===== src/rtl/scan_scheduler_pkg.sv =====
// rtl/scan_scheduler_pkg.sv - shared state encoding and per-scale limit helpers for scan_scheduler
package scan_scheduler_pkg;

    typedef enum logic [2:0] {
        S_IDLE,
        S_ISSUE,
        S_GUARD,
        S_WAIT,
        S_EXIT,
        S_EXIT_GUARD,
        S_EXIT_WAIT
    } states_t;

    localparam int PERF_W = 32;

    // Largest legal window origin along one axis at scale s; negative means the window no longer fits.
    function automatic int scale_limit(input int dim, input int win, input int s);
        return (dim >> s) - win;
    endfunction

    function automatic int max_int(input int a, input int b);
        return (a > b) ? a : b;
    endfunction

endpackage


===== src/rtl/scan_coord_gen.sv =====
// rtl/scan_coord_gen.sv - x/y/scale position counters with per-scale limit compare
module scan_coord_gen
    import scan_scheduler_pkg::*;
#(
    parameter int CORES    = 4,
    parameter int IMG_COLS = 320,
    parameter int IMG_ROWS = 240,
    parameter int WIN      = 24,
    parameter int SCALES   = 4,
    parameter int X_W      = 9,
    parameter int Y_W      = 9,
    parameter int S_W      = 3
) (
    input  logic           clk,
    input  logic           reset,
    input  logic           clear,
    input  logic           advance,
    output logic [X_W-1:0] x,
    output logic [Y_W-1:0] y,
    output logic [S_W-1:0] s,
    output logic           last,
    output logic           valid_next_scale,
    output logic           scale0_valid
);

    localparam int LIM_W = max_int(X_W, Y_W) + 1;

    logic [X_W-1:0]          x_q, x_d;
    logic [Y_W-1:0]          y_q, y_d;
    logic [S_W-1:0]          s_q, s_d;
    logic signed [LIM_W-1:0] x_max, y_max, x_max_nxt, y_max_nxt;
    logic signed [LIM_W:0]   x_step;
    logic                    x_fits, y_fits, next_ok;

    always_comb begin
        x_max     = LIM_W'(scale_limit(IMG_COLS, WIN, int'(s_q)));
        y_max     = LIM_W'(scale_limit(IMG_ROWS, WIN, int'(s_q)));
        x_max_nxt = LIM_W'(scale_limit(IMG_COLS, WIN, int'(s_q) + 1));
        y_max_nxt = LIM_W'(scale_limit(IMG_ROWS, WIN, int'(s_q) + 1));
        // One extra bit so x + CORES past the row end still compares correctly.
        x_step    = $signed((LIM_W+1)'(x_q) + (LIM_W+1)'(CORES));
        x_fits    = x_step <= $signed({x_max[LIM_W-1], x_max});
        y_fits    = $signed(LIM_W'(y_q)) < y_max;
        next_ok   = (int'(s_q) + 1 < SCALES) && !x_max_nxt[LIM_W-1] && !y_max_nxt[LIM_W-1];

        x_d = x_q;
        y_d = y_q;
        s_d = s_q;
        if (clear) begin
            x_d = '0;
            y_d = '0;
            s_d = '0;
        end else if (advance) begin
            if (x_fits) begin
                x_d = x_q + X_W'(CORES);
            end else if (y_fits) begin
                x_d = '0;
                y_d = y_q + Y_W'(1);
            end else if (next_ok) begin
                x_d = '0;
                y_d = '0;
                s_d = s_q + S_W'(1);
            end
        end
    end

    always_ff @(posedge clk or posedge reset) begin
        if (reset) begin
            x_q <= '0;
            y_q <= '0;
            s_q <= '0;
        end else begin
            x_q <= x_d;
            y_q <= y_d;
            s_q <= s_d;
        end
    end

    assign x                = x_q;
    assign y                = y_q;
    assign s                = s_q;
    assign valid_next_scale = next_ok;
    assign last             = !x_fits && !y_fits && !next_ok;
    assign scale0_valid     = (scale_limit(IMG_COLS, WIN, 0) >= 0) && (scale_limit(IMG_ROWS, WIN, 0) >= 0);

endmodule


===== src/rtl/scan_scheduler.sv =====
// rtl/scan_scheduler.sv - frame scan sequencer issuing batch start/exit commands to the result store
// Optional build macro SCAN_PERF_COUNTERS_EN adds perf_cycles / perf_stall counters.
module scan_scheduler
    import scan_scheduler_pkg::*;
#(
    parameter int CORES    = 4,
    parameter int IMG_COLS = 320,
    parameter int IMG_ROWS = 240,
    parameter int WIN      = 24,
    parameter int SCALES   = 4,
    parameter int X_W      = 9,
    parameter int Y_W      = 9,
    parameter int S_W      = 3,
    parameter int CNT_W    = 20
) (
    input  logic             clk,
    input  logic             reset,
    input  logic             scan_go,
    input  logic             scan_abort,
    output logic             scan_busy,
    output logic             scan_done,
    output logic [CNT_W-1:0] batch_count,
    input  logic             rs_ready,
    output logic             rs_start,
    output logic             rs_exit,
    output logic [X_W-1:0]   rs_start_x,
    output logic [Y_W-1:0]   rs_start_y,
    output logic [S_W-1:0]   rs_scale
`ifdef SCAN_PERF_COUNTERS_EN
    ,
    output logic [PERF_W-1:0] perf_cycles,
    output logic [PERF_W-1:0] perf_stall
`endif
);

    states_t          state_q, state_d;
    logic             start_q, start_d;
    logic             exit_q, exit_d;
    logic             busy_q, busy_d;
    logic             done_q, done_d;
    logic [CNT_W-1:0] count_q, count_d;
    logic             coord_clear, coord_advance;
    logic             coord_last, coord_next_scale, coord_scale0_valid;

    scan_coord_gen #(
        .CORES   (CORES),
        .IMG_COLS(IMG_COLS),
        .IMG_ROWS(IMG_ROWS),
        .WIN     (WIN),
        .SCALES  (SCALES),
        .X_W     (X_W),
        .Y_W     (Y_W),
        .S_W     (S_W)
    ) u_coord (
        .clk             (clk),
        .reset           (reset),
        .clear           (coord_clear),
        .advance         (coord_advance),
        .x               (rs_start_x),
        .y               (rs_start_y),
        .s               (rs_scale),
        .last            (coord_last),
        .valid_next_scale(coord_next_scale),
        .scale0_valid    (coord_scale0_valid)
    );

    always_comb begin
        state_d       = state_q;
        start_d       = 1'b0;
        exit_d        = 1'b0;
        busy_d        = busy_q;
        done_d        = 1'b0;
        count_d       = count_q;
        coord_clear   = 1'b0;
        coord_advance = 1'b0;
        case (state_q)
            S_IDLE: begin
                if (scan_go) begin
                    coord_clear = 1'b1;
                    count_d     = '0;
                    busy_d      = 1'b1;
                    state_d     = coord_scale0_valid ? S_ISSUE : S_EXIT;
                end
            end
            S_ISSUE: begin
                if (rs_ready) begin
                    start_d = 1'b1;
                    count_d = count_q + CNT_W'(1);
                    state_d = S_GUARD;
                end
            end
            // The store's ready drop is registered, so ready is still stale during the start cycle.
            S_GUARD: state_d = S_WAIT;
            S_WAIT: begin
                if (rs_ready) begin
                    if (scan_abort || coord_last) begin
                        state_d = S_EXIT;
                    end else begin
                        coord_advance = 1'b1;
                        state_d       = S_ISSUE;
                    end
                end
            end
            S_EXIT: begin
                if (rs_ready) begin
                    start_d = 1'b1;
                    exit_d  = 1'b1;
                    state_d = S_EXIT_GUARD;
                end
            end
            S_EXIT_GUARD: state_d = S_EXIT_WAIT;
            S_EXIT_WAIT: begin
                if (rs_ready) begin
                    done_d  = 1'b1;
                    busy_d  = 1'b0;
                    state_d = S_IDLE;
                end
            end
            default: state_d = S_IDLE;
        endcase
    end

    always_ff @(posedge clk or posedge reset) begin
        if (reset) begin
            state_q <= S_IDLE;
            start_q <= 1'b0;
            exit_q  <= 1'b0;
            busy_q  <= 1'b0;
            done_q  <= 1'b0;
            count_q <= '0;
        end else begin
            state_q <= state_d;
            start_q <= start_d;
            exit_q  <= exit_d;
            busy_q  <= busy_d;
            done_q  <= done_d;
            count_q <= count_d;
        end
    end

    assign rs_start    = start_q;
    assign rs_exit     = exit_q;
    assign scan_busy   = busy_q;
    assign scan_done   = done_q;
    assign batch_count = count_q;

`ifdef SCAN_PERF_COUNTERS_EN
    logic [PERF_W-1:0] perf_cycles_q, perf_cycles_d;
    logic [PERF_W-1:0] perf_stall_q, perf_stall_d;
    logic              stalled;

    always_comb begin
        stalled       = ((state_q == S_ISSUE) || (state_q == S_EXIT)) && !rs_ready;
        perf_cycles_d = perf_cycles_q;
        perf_stall_d  = perf_stall_q;
        if ((state_q == S_IDLE) && scan_go) begin
            perf_cycles_d = '0;
            perf_stall_d  = '0;
        end else begin
            if (busy_q && (perf_cycles_q != '1)) perf_cycles_d = perf_cycles_q + PERF_W'(1);
            if (stalled && (perf_stall_q != '1)) perf_stall_d = perf_stall_q + PERF_W'(1);
        end
    end

    always_ff @(posedge clk or posedge reset) begin
        if (reset) begin
            perf_cycles_q <= '0;
            perf_stall_q  <= '0;
        end else begin
            perf_cycles_q <= perf_cycles_d;
            perf_stall_q  <= perf_stall_d;
        end
    end

    assign perf_cycles = perf_cycles_q;
    assign perf_stall  = perf_stall_q;
`endif

endmodule


===== config.mk =====
export PLATFORM = sky130hd
export DESIGN_NAME = scan_scheduler
export DESIGN_NICKNAME = d
export VERILOG_FILES = /design/src/rtl/scan_scheduler_pkg.sv /design/src/rtl/scan_coord_gen.sv /design/src/rtl/scan_scheduler.sv
export SDC_FILE = /design/constraint.sdc
export NUM_CORES = 1
export LEC_CHECK = 0
export ABC_AREA = 0
export CAP_MARGIN = 20
export CORE_MARGIN = 2
export CORE_UTILIZATION = 49
export DETAILED_ROUTE_END_ITERATION = 10
export PLACE_DENSITY_LB_ADDON = 0.1
export REMOVE_ABC_BUFFERS = 1
export SLEW_MARGIN = 40
export SYNTH_ARGS = -nofsm -noshare
export SYNTH_HDL_FRONTEND = slang
export SYNTH_SLANG_ARGS = --single-unit

===== constraint.sdc =====
create_clock -name clk -period 3.45 [get_ports clk]
set_input_delay 0.345 -clock clk [delete_from_list [all_inputs] [get_ports clk]]
set_output_delay 0.345 -clock clk [all_outputs]
set_load 0.03 [all_outputs]

# Word-level counts from Yosys, hierarchy flattened
# Index checks and enable logic that the tools add are counted.
# classes
n_addsub	10
magnitude_cmp	3
eq_ne	13
shift	4
mux	36
reduce_logical	24
# op_table
operator	count
two-way mux 9 bit	9
two-way mux 20 bit	2
case mux 20 bit (2 select lines)	1
subtractor 10 x 6 -> 10 bit, second input constant	4
two-way mux 3 bit	11
< comparator 32 x 4 -> 1 bit, second input constant	1
right shift 8 x 32 -> 10 bit, first input constant	1
right shift 9 x 32 -> 10 bit, first input constant	1
case mux 3 bit (7 select lines)	1
adder 20 x 1 -> 20 bit, second input constant	1
inequality test 2 bit, second input constant	7
less-or-equal comparator 11 x 10 -> 1 bit	1
two-way mux 1 bit	11
adder 9 x 3 -> 10 bit, second input constant	1
< comparator 10 bit	1
right shift 8 x 3 -> 10 bit, first input constant	1
right shift 9 x 3 -> 10 bit, first input constant	1
adder 9 x 1 -> 9 bit, second input constant	1
adder 9 x 3 -> 9 bit, second input constant	1
== test 3 bit, second input constant	3
AND reduction 3 bit	3
nonzero test 2 bit	4
== test 3 x 2 -> 1 bit, second input constant	2
logical NOT 1 bit	5
other kinds (13)	16
# totals
regBits	48
inputBits	5
output_inout_bits	45
elab_cells	99

# Logic depth before layout (Yosys ltp)
# depth
ltp_word	14
ltp_mapped	16
depth_no_buf	14

# Hierarchy
# From an unflattened synthesis, not the netlist that was laid out.
# unflattened
hier_cells	401
hier_area_um2	3498.4
# by_module_without_submodules
module	n_inst	cells_per_inst	area_each_um2	seq_area_each_um2
scan_coord_gen	1	253	2088.3	475.5
scan_scheduler	1	148	1410.1	675.6

# Worst setup path before layout
# Ideal clock, no wire load.
# synth_timing
path_type	register to register
from	register u_coord.s_q[0] (netlist: u_coord.s[0])
to	register u_coord.y_q[3] (netlist: u_coord.y[3])
setup_ns	0.135
arrival_time_ns	3.604
t_required_ns	3.315
slack_ns	-0.289
path_stages_with_launch	16
n_path_buf	2
synth_period_minus_slack_ns	3.739
path_cell_list	dfrtp_1 inv_1 ha_1 clkbuf_1 nand2_1 o21ai_0 ha_1 a2111oi_2 nor2_1 ha_1 a21o_1 a211o_1 o21ba_2 buf_2 o311ai_0 o21ai_1
# synth_via
elab_chain_len	14
elab_cells_between_ends	33
classes_between	add/sub: 5; order compare: 3; eq/ne: 1; shift: 4; mux: 7; reduce/logical: 13
# synth_lines
item	line	rtl
from (decl)	scan_coord_gen.sv:30	logic [S_W-1:0] s_q, s_d;
from (signal assigned)	scan_coord_gen.sv:71	s_q <= '0;
from (signal assigned)	scan_coord_gen.sv:75	s_q <= s_d;
adder 3 x 1 -> 4 bit	scan_coord_gen.sv:38, scan_coord_gen.sv:39, scan_coord_gen.sv:44	
right shift 9 x 32 -> 10 bit	scan_scheduler_pkg.sv:18	return (dim >> s) - win;
subtractor 10 x 6 -> 10 bit	scan_scheduler_pkg.sv:18	
logical NOT 1 bit	scan_coord_gen.sv:44	next_ok = (int'(s_q) + 1 < SCALES) && !x_max_nxt[LIM_W-1] && !y_max_nxt[LIM_W-1];
logical AND 1 bit (2 in a row)	scan_coord_gen.sv:44	
logical NOT 1 bit	scan_coord_gen.sv:83	assign last = !x_fits && !y_fits && !next_ok;
logical AND 1 bit	scan_coord_gen.sv:83	
logical OR 1 bit	scan_scheduler.sv:96	if (scan_abort || coord_last) begin
two-way mux 1 bit	scan_scheduler.sv:96	
two-way mux 1 bit	scan_scheduler.sv:95	if (rs_ready) begin
two-way mux 1 bit	scan_scheduler.sv:76	case (state_q)
nonzero test 2 bit (no line)	n/a	
AND reduction 3 bit (no line)	n/a	
to (signal assigned)	scan_coord_gen.sv:74	y_q <= y_d;
to (decl)	scan_coord_gen.sv:29	logic [Y_W-1:0] y_q, y_d;
# Parallel ways exist; a longest one is shown, timed or not. The select of a mux whose other input is x is not followed.
# A chain may end at the register's enable or synchronous reset.

# Worst setup path after layout
# layout_timing
from	register u_coord.s_q[0] (netlist: u_coord.s[0])
to	register u_coord.x_q[8] (netlist: u_coord.x[8])
# layout_via
elab_chain_len	14
elab_cells_between_ends	32
classes_between	add/sub: 5; order compare: 3; shift: 4; mux: 7; reduce/logical: 13
# layout_lines
item	line	rtl
adder 3 x 1 -> 4 bit	scan_coord_gen.sv:38, scan_coord_gen.sv:39, scan_coord_gen.sv:44	
right shift 9 x 32 -> 10 bit	scan_scheduler_pkg.sv:18	
subtractor 10 x 6 -> 10 bit	scan_scheduler_pkg.sv:18	
logical NOT 1 bit	scan_coord_gen.sv:44	
logical AND 1 bit (2 in a row)	scan_coord_gen.sv:44	
logical NOT 1 bit	scan_coord_gen.sv:83	
logical AND 1 bit	scan_coord_gen.sv:83	
logical OR 1 bit	scan_scheduler.sv:96	
two-way mux 1 bit	scan_scheduler.sv:96	
two-way mux 1 bit	scan_scheduler.sv:95	
two-way mux 1 bit	scan_scheduler.sv:76	
nonzero test 2 bit (no line)	n/a	
AND reduction 2 bit (no line)	n/a	
to (signal assigned)	scan_coord_gen.sv:69	x_q <= '0;
to (signal assigned)	scan_coord_gen.sv:73	x_q <= x_d;
to (decl)	scan_coord_gen.sv:28	logic [X_W-1:0] x_q, x_d;
# Parallel ways exist; a longest one is shown, timed or not. The select of a mux whose other input is x is not followed.

==> impl_metrics.ini <==
[grt]
grt_pass1_wl_mm = 12.2
grt_antenna_before_repair = 0
grt_pass1_vias = 2648
grt_max_degree = 47
gr-total-overflow = 0
grt_usage_pct = 20.4

[clock_network]
clkTransAtPathRegs_ns = 0.09
cts_root_buffer = clkbuf_8
cts.htree.levels = 2
tritoncts = built
cts_buffers = 5
clockBufferDepth = 2
worst_skew_pair.late_latency_ns = 0.30
clock_sinks = 46

[routing]
drc = 0
vias_per_cell = 5.77
totalWireLength_mm = 7.22
drt_iter0_markers = 126
first_pass_iters = 4
vias = 2825
drt-wirelength-per-cell_um = 14.7
drtAntennaViolNets = 0

[pwr]
power.leakage_nw = 1.76
vdd_drop_max_v = 0.000416
internal-power_mw = 1.19
seq_power_share_pct = 36.9
p_per_area_mw_per_mm2 = 517
power.share.clock_pct = 16.9
p_comb_share_pct = 46.1
p_switching_mw = 0.858
p_sw_share_pct = 41.8

[floorplanning]
start_util_pct = 50.5
die_area_mm2 = 0.00716
die_h_um = 84.6
core_mm2 = 0.00631
io_pins = 50
die_w_um = 84.6
num_rows = 29

[logic_synthesis]
synth_top_cells_by_count = 46 x dfrtp_1, 34 x ha_1, 27 x nor2_1, 25 x o21ai_0, 24 x nand2_1
synth.largest_area_cell = dfrtp_1
yosys-top-cells-area = dfrtp_1 36%, ha_1 13%, o21ai_0 3.9%
synth_seq_cells = 46
yosys_warnings = 0
ys_types = 60
dominantRegCellSynth = dfrtp_1
synth_edf_count = 0
ys_seq_area_share_pct = 36.1
avgSynthCellArea_um2 = 9.00
async_flop_share_pct = 100
syn_area_mm2 = 0.00319
yosys.cell_count.top_type = dfrtp_1
synth_top_area_share_pct = 36.1
netlist_instances = 354

[critical_path]
critPathRequiredTime_ns = 3.67
ff2ff_setup_slack_ns = 0.19
r2r_cells = 14
path_class = register to register
critPathCaptureType = register
path_max_fanout = 7
r2r-start = u_coord.s[0]
worstReg2RegEnd = u_coord.x[8]
startpoint_type = register
worstPathArrival_ns = 3.48

[placed_design]
dp_hpwl_mm = 5.15
place_congestion = 0.866
dp_slack_ns = -0.0628
numPortBuffers = 47

[timing]
finalWorstSetupSlack_ns = 0.187
hold_viol = 0
setup_viol = 0
maxSlewHeadroom_pct = 58.8
slew_violations = 0
fin_hold_ws_ns = 0.452
finalCritPeriodShare_pct = 94.6
min_period_ns = 3.26
grt_setup_unrepaired = false
clock.fmax_mhz = 306
tightest_slew_ns = 0.617
skew_ns = 0.00625

[flow_run]
cap_violations = 0

[cells_and_area]
area_growth_pct = 24.7
layout.nets = 451
diodes = 0
drive_gt1_share_pct = 11.6

[outcome]
status = completed

[worst_hold_path]
hold_class = primary input to asynchronous set/reset pin
==> cell families after synthesis <==
family | count (synthesis) | synth area share, %
other | 1 | 0.118
multiplexers | 2 | 0.668
AO/OA/AOI/OAI | 84 | 17.3
AND/OR/NAND/NOR | 131 | 22.1
flip-flops | 46 | 36.1
adder cells (fa/ha/maj) | 34 | 13.4
buffers and inverters | 35 | 4.56
XOR/XNOR | 21 | 5.77
==> final cells by class <==
cell class / count / area (um2)
clock buffer: 6 / 82.6
clock inverter: 2 / 12.5
tap: 77 / 96.3
fill: 548 / 2340
timing repair buffer: 63 / 591
inverter: 22 / 85.1
multi-input combinational: 274 / 1950
sequential: 46 / 1150
==> layer usage <==
metal  GRT usage [%]  share of wire, %  up-vias
li1                -                 -     1398
met4            7.07               2.3        0
met2            32.1                47       71
met3            2.56               2.5       17
met5               0                 0        -
met1            29.0                48     1339
==> sequential cells by signal, summed over array words and instances, names as in the netlist <==
| name | flops |
|---|---|
| batch_count | 20 |
| u_coord.y | 9 |
| u_coord.x | 7 |
| state_q | 3 |
| u_coord.s | 3 |
| rs_exit | 1 |
| rs_start | 1 |
| scan_busy | 1 |
| scan_done | 1 |
==> timing repair <==
action / CTS / global route
setup buffers: 0 / 3
pin swaps: 0 / 0
hold buffers: 0 / 0
resized for setup: 2 / 16
setup endpoints to repair: 15 / 20
==> worst max path at each step <==
stage	startpoint	to	slack [ns]
floorplan	u_coord.s[0]	u_coord.y[3]	-0.22
global placement	u_coord.s[0]	u_coord.y[8]	-0.02
detailed placement	u_coord.s[0]	u_coord.y[7]	-0.06
CTS	u_coord.s[0]	u_coord.y[3]	0.02
global route	u_coord.s[0]	u_coord.y[3]	0.007
finish	u_coord.s[0]	u_coord.x[8]	0.19
==> worst max-delay path, cell delays in order, from the launching register on <==
cell	delay, ns
dfrtp_2	0.46
ha_1	0.28
inv_2	0.11
o21ai_2	0.07
ha_1	0.20
nand2b_1	0.15
buf_4	0.16
ha_1	0.28
and4b_2	0.27
nand3b_1	0.11
a31oi_1	0.35
nand3_2	0.13
buf_4	0.19
nor2_1	0.25
o2bb2ai_1	0.17
==> stage by stage <==
step	utilization (%)	power (mW)	TNS, ns	instance area [um2]	cells
after floorplan	-	1.33	-2.63	3130	342
after global placement	60.1	1.65	-0.0628	3800	479
after detailed placement	60.2	1.67	-0.355	3800	479
after CTS	61.8	2.03	0	3900	487
after global routing	62.9	2.20	0	3970	490
final	62.9	2.05	0	3970	490
==> power by group through the flow <==
stage | Sequential [mW] | Clock, mW | Combinational (mW)
after CTS | 0.758 | 0.358 | 0.913
after floorplan | 0.865 | 0 | 0.462
final | 0.757 | 0.348 | 0.947
after global routing | 0.773 | 0.384 | 1.04
after global placement | 0.764 | 0 | 0.889
after detailed placement | 0.767 | 0 | 0.906
==> layout by cell type (no fill, tap or decap), types with 5 or more instances in the layout <==
cell             instances
a21o_1                   5
clkbuf_8                 6
inv_1                   17
a21oi_1                 15
buf_4                   16
or3_1                    7
nor2_1                  27
dfrtp_1                 45
nand4_1                 11
clkdlybuf4s50_1         47
xor2_1                  12
and3_1                   5
xnor2_1                  9
nand2b_1                 7
nor3_1                   8
nand2_1                 24
nand3_1                 18
ha_1                    33
o21ai_0                 23
Note: power is estimated with default switching activity, not from simulation.
